==> src/rtl/tmac_seq_ctrl_if.sv <==
// Handshake and datapath-control bundle between the job host, the
// sequencing controller and the stochastic MAC array.
// Optional macro TMAC_CTRL_PROG_LEN_EN adds the cfg_log2len field.
interface tmac_seq_ctrl_if #(
  parameter int BW    = 8,
  parameter int CNT_W = BW + 1
);
  logic             in_valid;
  logic             in_ready;
  logic             abort;
  logic             load_a;
  logic             load_b;
  logic             rng_clr;
  logic             rng_en;
  logic             mac_bit;
  logic             out_valid;
  logic             out_ready;
  logic [CNT_W-1:0] out_result;
  logic             busy;
`ifdef TMAC_CTRL_PROG_LEN_EN
  logic [$clog2(BW+1)-1:0] cfg_log2len;
`endif

  // Host / datapath side: issues jobs, feeds mac_bit, consumes results
  modport master (
`ifdef TMAC_CTRL_PROG_LEN_EN
    output cfg_log2len,
`endif
    output in_valid, abort, mac_bit, out_ready,
    input  in_ready, load_a, load_b, rng_clr, rng_en,
    input  out_valid, out_result, busy
  );

  // Controller side
  modport slave (
`ifdef TMAC_CTRL_PROG_LEN_EN
    input  cfg_log2len,
`endif
    input  in_valid, abort, mac_bit, out_ready,
    output in_ready, load_a, load_b, rng_clr, rng_en,
    output out_valid, out_result, busy
  );
endinterface

==> src/rtl/tmac_seq_ctrl.sv <==
// Sequencing controller for the 16-lane unipolar stochastic MAC array.
// Accepts a job, pulses operand loads and the RNG clear, runs the Sobol
// bitstream for a full period, counts the delayed MAC output stream and
// returns the count through a valid/ready handshake.
// Optional macro TMAC_CTRL_PROG_LEN_EN: programmable run length 2^L,
// L sampled from cfg_log2len on accept and clamped to
// [ceil(log2(PIPE_LAT)), BW]; the result is rescaled to the 2^BW range.
module tmac_seq_ctrl #(
  parameter int BW       = 8,
  parameter int PIPE_LAT = 3,
  parameter int CNT_W    = BW + 1
) (
  input logic            clk,
  input logic            rst,
  tmac_seq_ctrl_if.slave bus
);

  localparam int DCNT_W = (PIPE_LAT > 1) ? $clog2(PIPE_LAT) : 1;

  typedef enum logic [2:0] {
    S_IDLE  = 3'd0,
    S_LOAD  = 3'd1,
    S_RUN   = 3'd2,
    S_DRAIN = 3'd3,
    S_DONE  = 3'd4
  } state_t;

  state_t             state_reg;
  state_t             state_next;
  logic [BW-1:0]      cyc_reg;
  logic [DCNT_W-1:0]  dcnt_reg;
  logic [CNT_W-1:0]   acc_reg;

  logic [BW-1:0]      run_last;
  logic [CNT_W-1:0]   result_scaled;
  logic               accept;
  logic               acc_en;
  logic               run_done;
  logic               drain_done;

  logic               in_ready_c;
  logic               load_c;
  logic               rng_en_c;
  logic               out_valid_c;
  logic               busy_c;

`ifdef TMAC_CTRL_PROG_LEN_EN
  localparam int LEN_W = $clog2(BW + 1);
  localparam int LMIN  = $clog2(PIPE_LAT);

  logic [LEN_W-1:0] len_reg;
  logic [LEN_W-1:0] len_clamped;
  logic [CNT_W-1:0] run_len;

  // Clamp the requested log2 length so the window still covers the pipeline
  always_comb begin
    len_clamped = bus.cfg_log2len;
    if (bus.cfg_log2len < LEN_W'(LMIN)) begin
      len_clamped = LEN_W'(LMIN);
    end else if (bus.cfg_log2len > LEN_W'(BW)) begin
      len_clamped = LEN_W'(BW);
    end
  end

  // Run length is captured with the job and held for its duration
  always_ff @(posedge clk) begin
    if (rst) begin
      len_reg <= LEN_W'(BW);
    end else if (accept) begin
      len_reg <= len_clamped;
    end
  end

  assign run_len       = CNT_W'(1) << len_reg;
  assign run_last      = BW'(run_len - CNT_W'(1));
  assign result_scaled = acc_reg << (LEN_W'(BW) - len_reg);
`else
  assign run_last      = '1;
  assign result_scaled = acc_reg;
`endif

  assign accept     = (state_reg == S_IDLE) && bus.in_valid && !bus.abort;
  assign run_done   = (cyc_reg == run_last);
  assign drain_done = (dcnt_reg == DCNT_W'(PIPE_LAT - 1));
  // The first PIPE_LAT RUN samples belong to the previous job's pipeline
  // contents; DRAIN supplies the tail so the window is exactly 2^L long.
  assign acc_en     = ((state_reg == S_RUN) &&
                       ({1'b0, cyc_reg} >= CNT_W'(PIPE_LAT))) ||
                      (state_reg == S_DRAIN);

  // State register
  always_ff @(posedge clk) begin
    if (rst) begin
      state_reg <= S_IDLE;
    end else begin
      state_reg <= state_next;
    end
  end

  // Next-state logic and per-state control outputs
  always_comb begin
    state_next  = state_reg;
    in_ready_c  = 1'b0;
    load_c      = 1'b0;
    rng_en_c    = 1'b0;
    out_valid_c = 1'b0;
    busy_c      = 1'b0;
    case (state_reg)
      S_IDLE: begin
        in_ready_c = !bus.abort;
        if (bus.in_valid && !bus.abort) begin
          state_next = S_LOAD;
        end
      end
      S_LOAD: begin
        load_c     = 1'b1;
        busy_c     = 1'b1;
        state_next = bus.abort ? S_IDLE : S_RUN;
      end
      S_RUN: begin
        rng_en_c = 1'b1;
        busy_c   = 1'b1;
        if (bus.abort) begin
          state_next = S_IDLE;
        end else if (run_done) begin
          state_next = S_DRAIN;
        end
      end
      S_DRAIN: begin
        rng_en_c = 1'b1;
        busy_c   = 1'b1;
        if (bus.abort || drain_done) begin
          state_next = bus.abort ? S_IDLE : S_DONE;
        end
      end
      S_DONE: begin
        out_valid_c = 1'b1;
        busy_c      = 1'b1;
        if (bus.abort || bus.out_ready) begin
          state_next = S_IDLE;
        end
      end
      default: begin
        state_next = S_IDLE;
      end
    endcase
  end

  // RUN cycle counter and DRAIN counter, each zero outside its own state
  always_ff @(posedge clk) begin
    if (rst) begin
      cyc_reg  <= '0;
      dcnt_reg <= '0;
    end else begin
      cyc_reg  <= (state_reg == S_RUN)   ? cyc_reg + BW'(1)      : '0;
      dcnt_reg <= (state_reg == S_DRAIN) ? dcnt_reg + DCNT_W'(1) : '0;
    end
  end

  // Ones counter over the accumulation window, cleared on accept
  always_ff @(posedge clk) begin
    if (rst) begin
      acc_reg <= '0;
    end else if (accept) begin
      acc_reg <= '0;
    end else if (acc_en && bus.mac_bit) begin
      acc_reg <= acc_reg + CNT_W'(1);
    end
  end

  // Every output is forced low while reset is held
  assign bus.in_ready   = in_ready_c  && !rst;
  assign bus.load_a     = load_c      && !rst;
  assign bus.load_b     = load_c      && !rst;
  assign bus.rng_clr    = load_c      && !rst;
  assign bus.rng_en     = rng_en_c    && !rst;
  assign bus.out_valid  = out_valid_c && !rst;
  assign bus.busy       = busy_c      && !rst;
  assign bus.out_result = (out_valid_c && !rst) ? result_scaled : '0;

endmodule

==> src/flat_wrapper.sv <==
// flat-port wrapper written by rule: the top's interface ports become plain ports
module tmac_seq_ctrl_flat 
#(
  parameter int BW       = 8,
  parameter int PIPE_LAT = 3,
  parameter int CNT_W    = BW + 1
)
  (clk, rst, bus_in_valid, bus_abort, bus_mac_bit, bus_out_ready, bus_in_ready, bus_load_a, bus_load_b, bus_rng_clr, bus_rng_en, bus_out_valid, bus_out_result, bus_busy);
  tmac_seq_ctrl_if #(.BW(BW), .CNT_W(CNT_W)) bus_i ();
  input logic clk;
  input logic rst;
  input wire logic [$bits(bus_i.in_valid)-1:0] bus_in_valid;
  input wire logic [$bits(bus_i.abort)-1:0] bus_abort;
  input wire logic [$bits(bus_i.mac_bit)-1:0] bus_mac_bit;
  input wire logic [$bits(bus_i.out_ready)-1:0] bus_out_ready;
  output wire logic [$bits(bus_i.in_ready)-1:0] bus_in_ready;
  output wire logic [$bits(bus_i.load_a)-1:0] bus_load_a;
  output wire logic [$bits(bus_i.load_b)-1:0] bus_load_b;
  output wire logic [$bits(bus_i.rng_clr)-1:0] bus_rng_clr;
  output wire logic [$bits(bus_i.rng_en)-1:0] bus_rng_en;
  output wire logic [$bits(bus_i.out_valid)-1:0] bus_out_valid;
  output wire logic [$bits(bus_i.out_result)-1:0] bus_out_result;
  output wire logic [$bits(bus_i.busy)-1:0] bus_busy;
  assign bus_i.in_valid = bus_in_valid;
  assign bus_i.abort = bus_abort;
  assign bus_i.mac_bit = bus_mac_bit;
  assign bus_i.out_ready = bus_out_ready;
  assign bus_in_ready = bus_i.in_ready;
  assign bus_load_a = bus_i.load_a;
  assign bus_load_b = bus_i.load_b;
  assign bus_rng_clr = bus_i.rng_clr;
  assign bus_rng_en = bus_i.rng_en;
  assign bus_out_valid = bus_i.out_valid;
  assign bus_out_result = bus_i.out_result;
  assign bus_busy = bus_i.busy;
  tmac_seq_ctrl #(.BW(BW), .PIPE_LAT(PIPE_LAT), .CNT_W(CNT_W)) u_core (.clk(clk), .rst(rst), .bus(bus_i));
endmodule
==> config.mk <==
export PLATFORM = sky130hd
export DESIGN_NAME = tmac_seq_ctrl_flat
export DESIGN_NICKNAME = d
export VERILOG_FILES = /design/src/rtl/tmac_seq_ctrl_if.sv /design/src/rtl/tmac_seq_ctrl.sv /design/src/flat_wrapper.sv
export SDC_FILE = /design/constraint.sdc
export NUM_CORES = 1
export LEC_CHECK = 0
export ABC_CLOCK_PERIOD_IN_PS = 3950
export CORE_UTILIZATION = 35
export DETAILED_ROUTE_END_ITERATION = 6
export MAX_ROUTING_LAYER = met4
export PLACE_DENSITY_LB_ADDON = 0.1
export SETUP_SLACK_MARGIN = 0.05
export SLEW_MARGIN = 10
export SYNTH_ARGS = -nofsm -noshare
export SYNTH_HDL_FRONTEND = slang
export SYNTH_SLANG_ARGS = --single-unit
==> constraint.sdc <==
create_clock -name clk -period 3.95 [get_ports clk]
set_clock_uncertainty 0.2 [all_clocks]
set_input_delay 0.395 -clock clk [delete_from_list [all_inputs] [get_ports clk]]
set_output_delay 0.395 -clock clk [all_outputs]
set_load 0.03 [all_outputs]
==> run metrics <==
Unique masters post-synth 30; Post-synth top flop dfxtp_1; minimum clock period 2.89 ns; post-CTS sizing 0; Site Rows 20; Starting Density 37.0%; pre-CTS setup slack 1.16 ns; area of the multi-input gates 657 um^2; setup TNS 0 ns; die width 59.1 um; gpl congestion 0.746; first-pass GRT wire length 3780 um; CP bufs+invs 1; DR iter-0 viols 21; setup bufs post-CTS 0; H-tree lvl count 1; pins over their slew limit 0; Filler cells 326; Worst EP arrival 2.29 ns; Total Wirelength 2140 um; DR vias/cell 4.85; Inst Count DP 185; ratio of cells with drive above 1 in the final layout 9.66%; dominant cells by area after synthesis dfxtp_1, xnor2_1, nor2_1, and2_1, a2111oi_2; Via Count 916; die area 3490 um^2; Buffers on Ports 21; pin slew with the least headroom to its limit 0.613 ns; Post-DRT Antenna Nets 0; PD cells 298 nW/um^2; largest net degree at the start of global routing 14; RSZ-0062 raised after global routing false; Startpoint Class register; Die H 59.1 um; number of global-route vias before repair 839; CP max-delay cell clkdlybuf4s50_1; CTS Buf Count 3; # IOs 22; Yosys top cell area share 38.6%; All-Layer GR Usage 14.8%; core footprint 3080 um^2; synthesized area per cell 9.12 um^2; Max-Slew Margin vs Limit 58.8%; slowest stage delay, CP 0.66 ns; clock buffer depth 2; post-synthesis cell area 1140 um^2; total of max-cap violations 0; initial antenna violation count 0; Mapped Cells 125; Seq/Total Area, Yosys 38.6%; post-DR wirelength/cell 11.3 um; Hold Buf Count CTS 0; total grt overflow 0; Final Non-Filler Cells 189; first drt pass iteration count 4; Layout area overhead 25.5%; post-detail-place hpwl 1590 um; critical path type reg -> out; final hold violations 0; CTS root buf clkbuf_4; clk sinks 22; CP max FO 10; crit-path cells nor2_1, nand2_1, nor2_2, and2_1, clkdlybuf4s50_1; Worst-Skew Late Latency 0.32 ns; Yosys reg bits 22; FF+latch area 440 um^2; final setup fails 0; Power, Total 0.426 mW; CTS tree yes; post-layout util 46.5%; DRC Markers 0; P_leak 0.479 nW; Yosys top cell by area dfxtp_1; max FFs per register 9; Ys Warns 0; Critical Path RT 3.36 ns; fraction of registers with async set or reset after synthesis 0%; VDD IR max 0.139 mV; Nets 155; Mapped Nets 134; clk slew on worst S/H paths 0.12 ns; CP Capture Type primary output; final worst-path cycle share 73.1%; f_max 346 MHz; number of synthesized flops with an enable pin 0; status complete, no violations; CP delay by family, top simple AND/OR/NAND/NOR gates; number of diodes 0; worst min path class reg -> reg; post-route setup slack 1.06 ns
-- worst paths after layout --
check                           start            endpoint  slack (ns)  cells past startpoint
setup / recovery  u_core.state_reg[0]   bus_out_result[0]        1.06                      5
hold / removal     u_core.dcnt_reg[0]  u_core.dcnt_reg[0]        0.22                      1
setup reg to reg    u_core.cyc_reg[0]   u_core.acc_reg[4]        2.08                      5
hold reg to reg    u_core.dcnt_reg[0]  u_core.dcnt_reg[0]        0.22                      1
-- power breakdown --
group | internal (mW) | switching (mW)
logic | 0.0117 | 0.0141
clock network | 0.103 | 0.0728
registers | 0.223 | 0.00179
-- metrics by stage --
step	cell area, um^2	hold slack, ns
floorplan	1140	0.191
global placement	1380	0.198
detailed placement	1380	0.206
CTS	1430	0.224
global route	1430	0.243
finish	1430	0.217
-- routing by layer --
metal  global-route usage [%]  wire, um  vias to the layer above
li1                         -         -                      466
met1                     19.1      1010                      435
met2                     23.2      1060                       13
met3                     1.97        47                        2
met4                     6.12        21                        0
met5                        -         0                        -
-- synth_stat cells, types with 3 or more instances --
| cell type | count |
|---|---|
| nand2_1 | 7 |
| inv_1 | 4 |
| nor3_1 | 3 |
| xor2_1 | 5 |
| ha_1 | 3 |
| a2111oi_2 | 4 |
| nand4_1 | 3 |
| nor2_1 | 23 |
| nand3_1 | 6 |
| a211oi_1 | 3 |
| xnor2_1 | 10 |
| and2_1 | 10 |
| dfxtp_1 | 22 |
-- cells in the final DEF (no fill, tap or decap) --
cell type and count:
nor2_1 23, dfxtp_1 22, clkdlybuf4s50_1 21, and2_1 10, xnor2_1 10, nand2_1 7, nand3_1 6, xor2_1 5
inv_1 4, a2111oi_2 4, nor3_1 3, a211oi_1 3, nand4_1 3, ha_1 3, clkbuf_4 3, nor4_4 2
and3_1 2, a21oi_1 2, nor2_2 1, or3_1 1, nor4b_1 1, nor3b_1 1, a31o_2 1, nand3b_4 1
a21oi_2 1, mux2i_1 1, and4b_1 1, nand2b_1 1, a2bb2oi_1 1, bufinv_16 1
-- final cells by class --
cell class                 count  share of cell area [%]
multi-input combinational     94                    45.9
sequential                    22                    30.8
timing repair buffer          21                    14.7
tap                           44                    3.85
clock inverter                 1                    2.10
clock buffer                   3                    1.57
inverter                       4                    1.05
-- cells by family (layout without fill, tap and decap cells) --
kind of cell	Yosys count	after routing	synth area share, %
xor+xnor	15	15	11.5
simple gates	63	63	31.5
buf+inv	9	29	3.73
flops	22	22	38.6
fa+ha+maj	3	3	3.29
mux	1	1	0.878
compound gates	12	12	10.4
(Power assumes the default switching activity.)
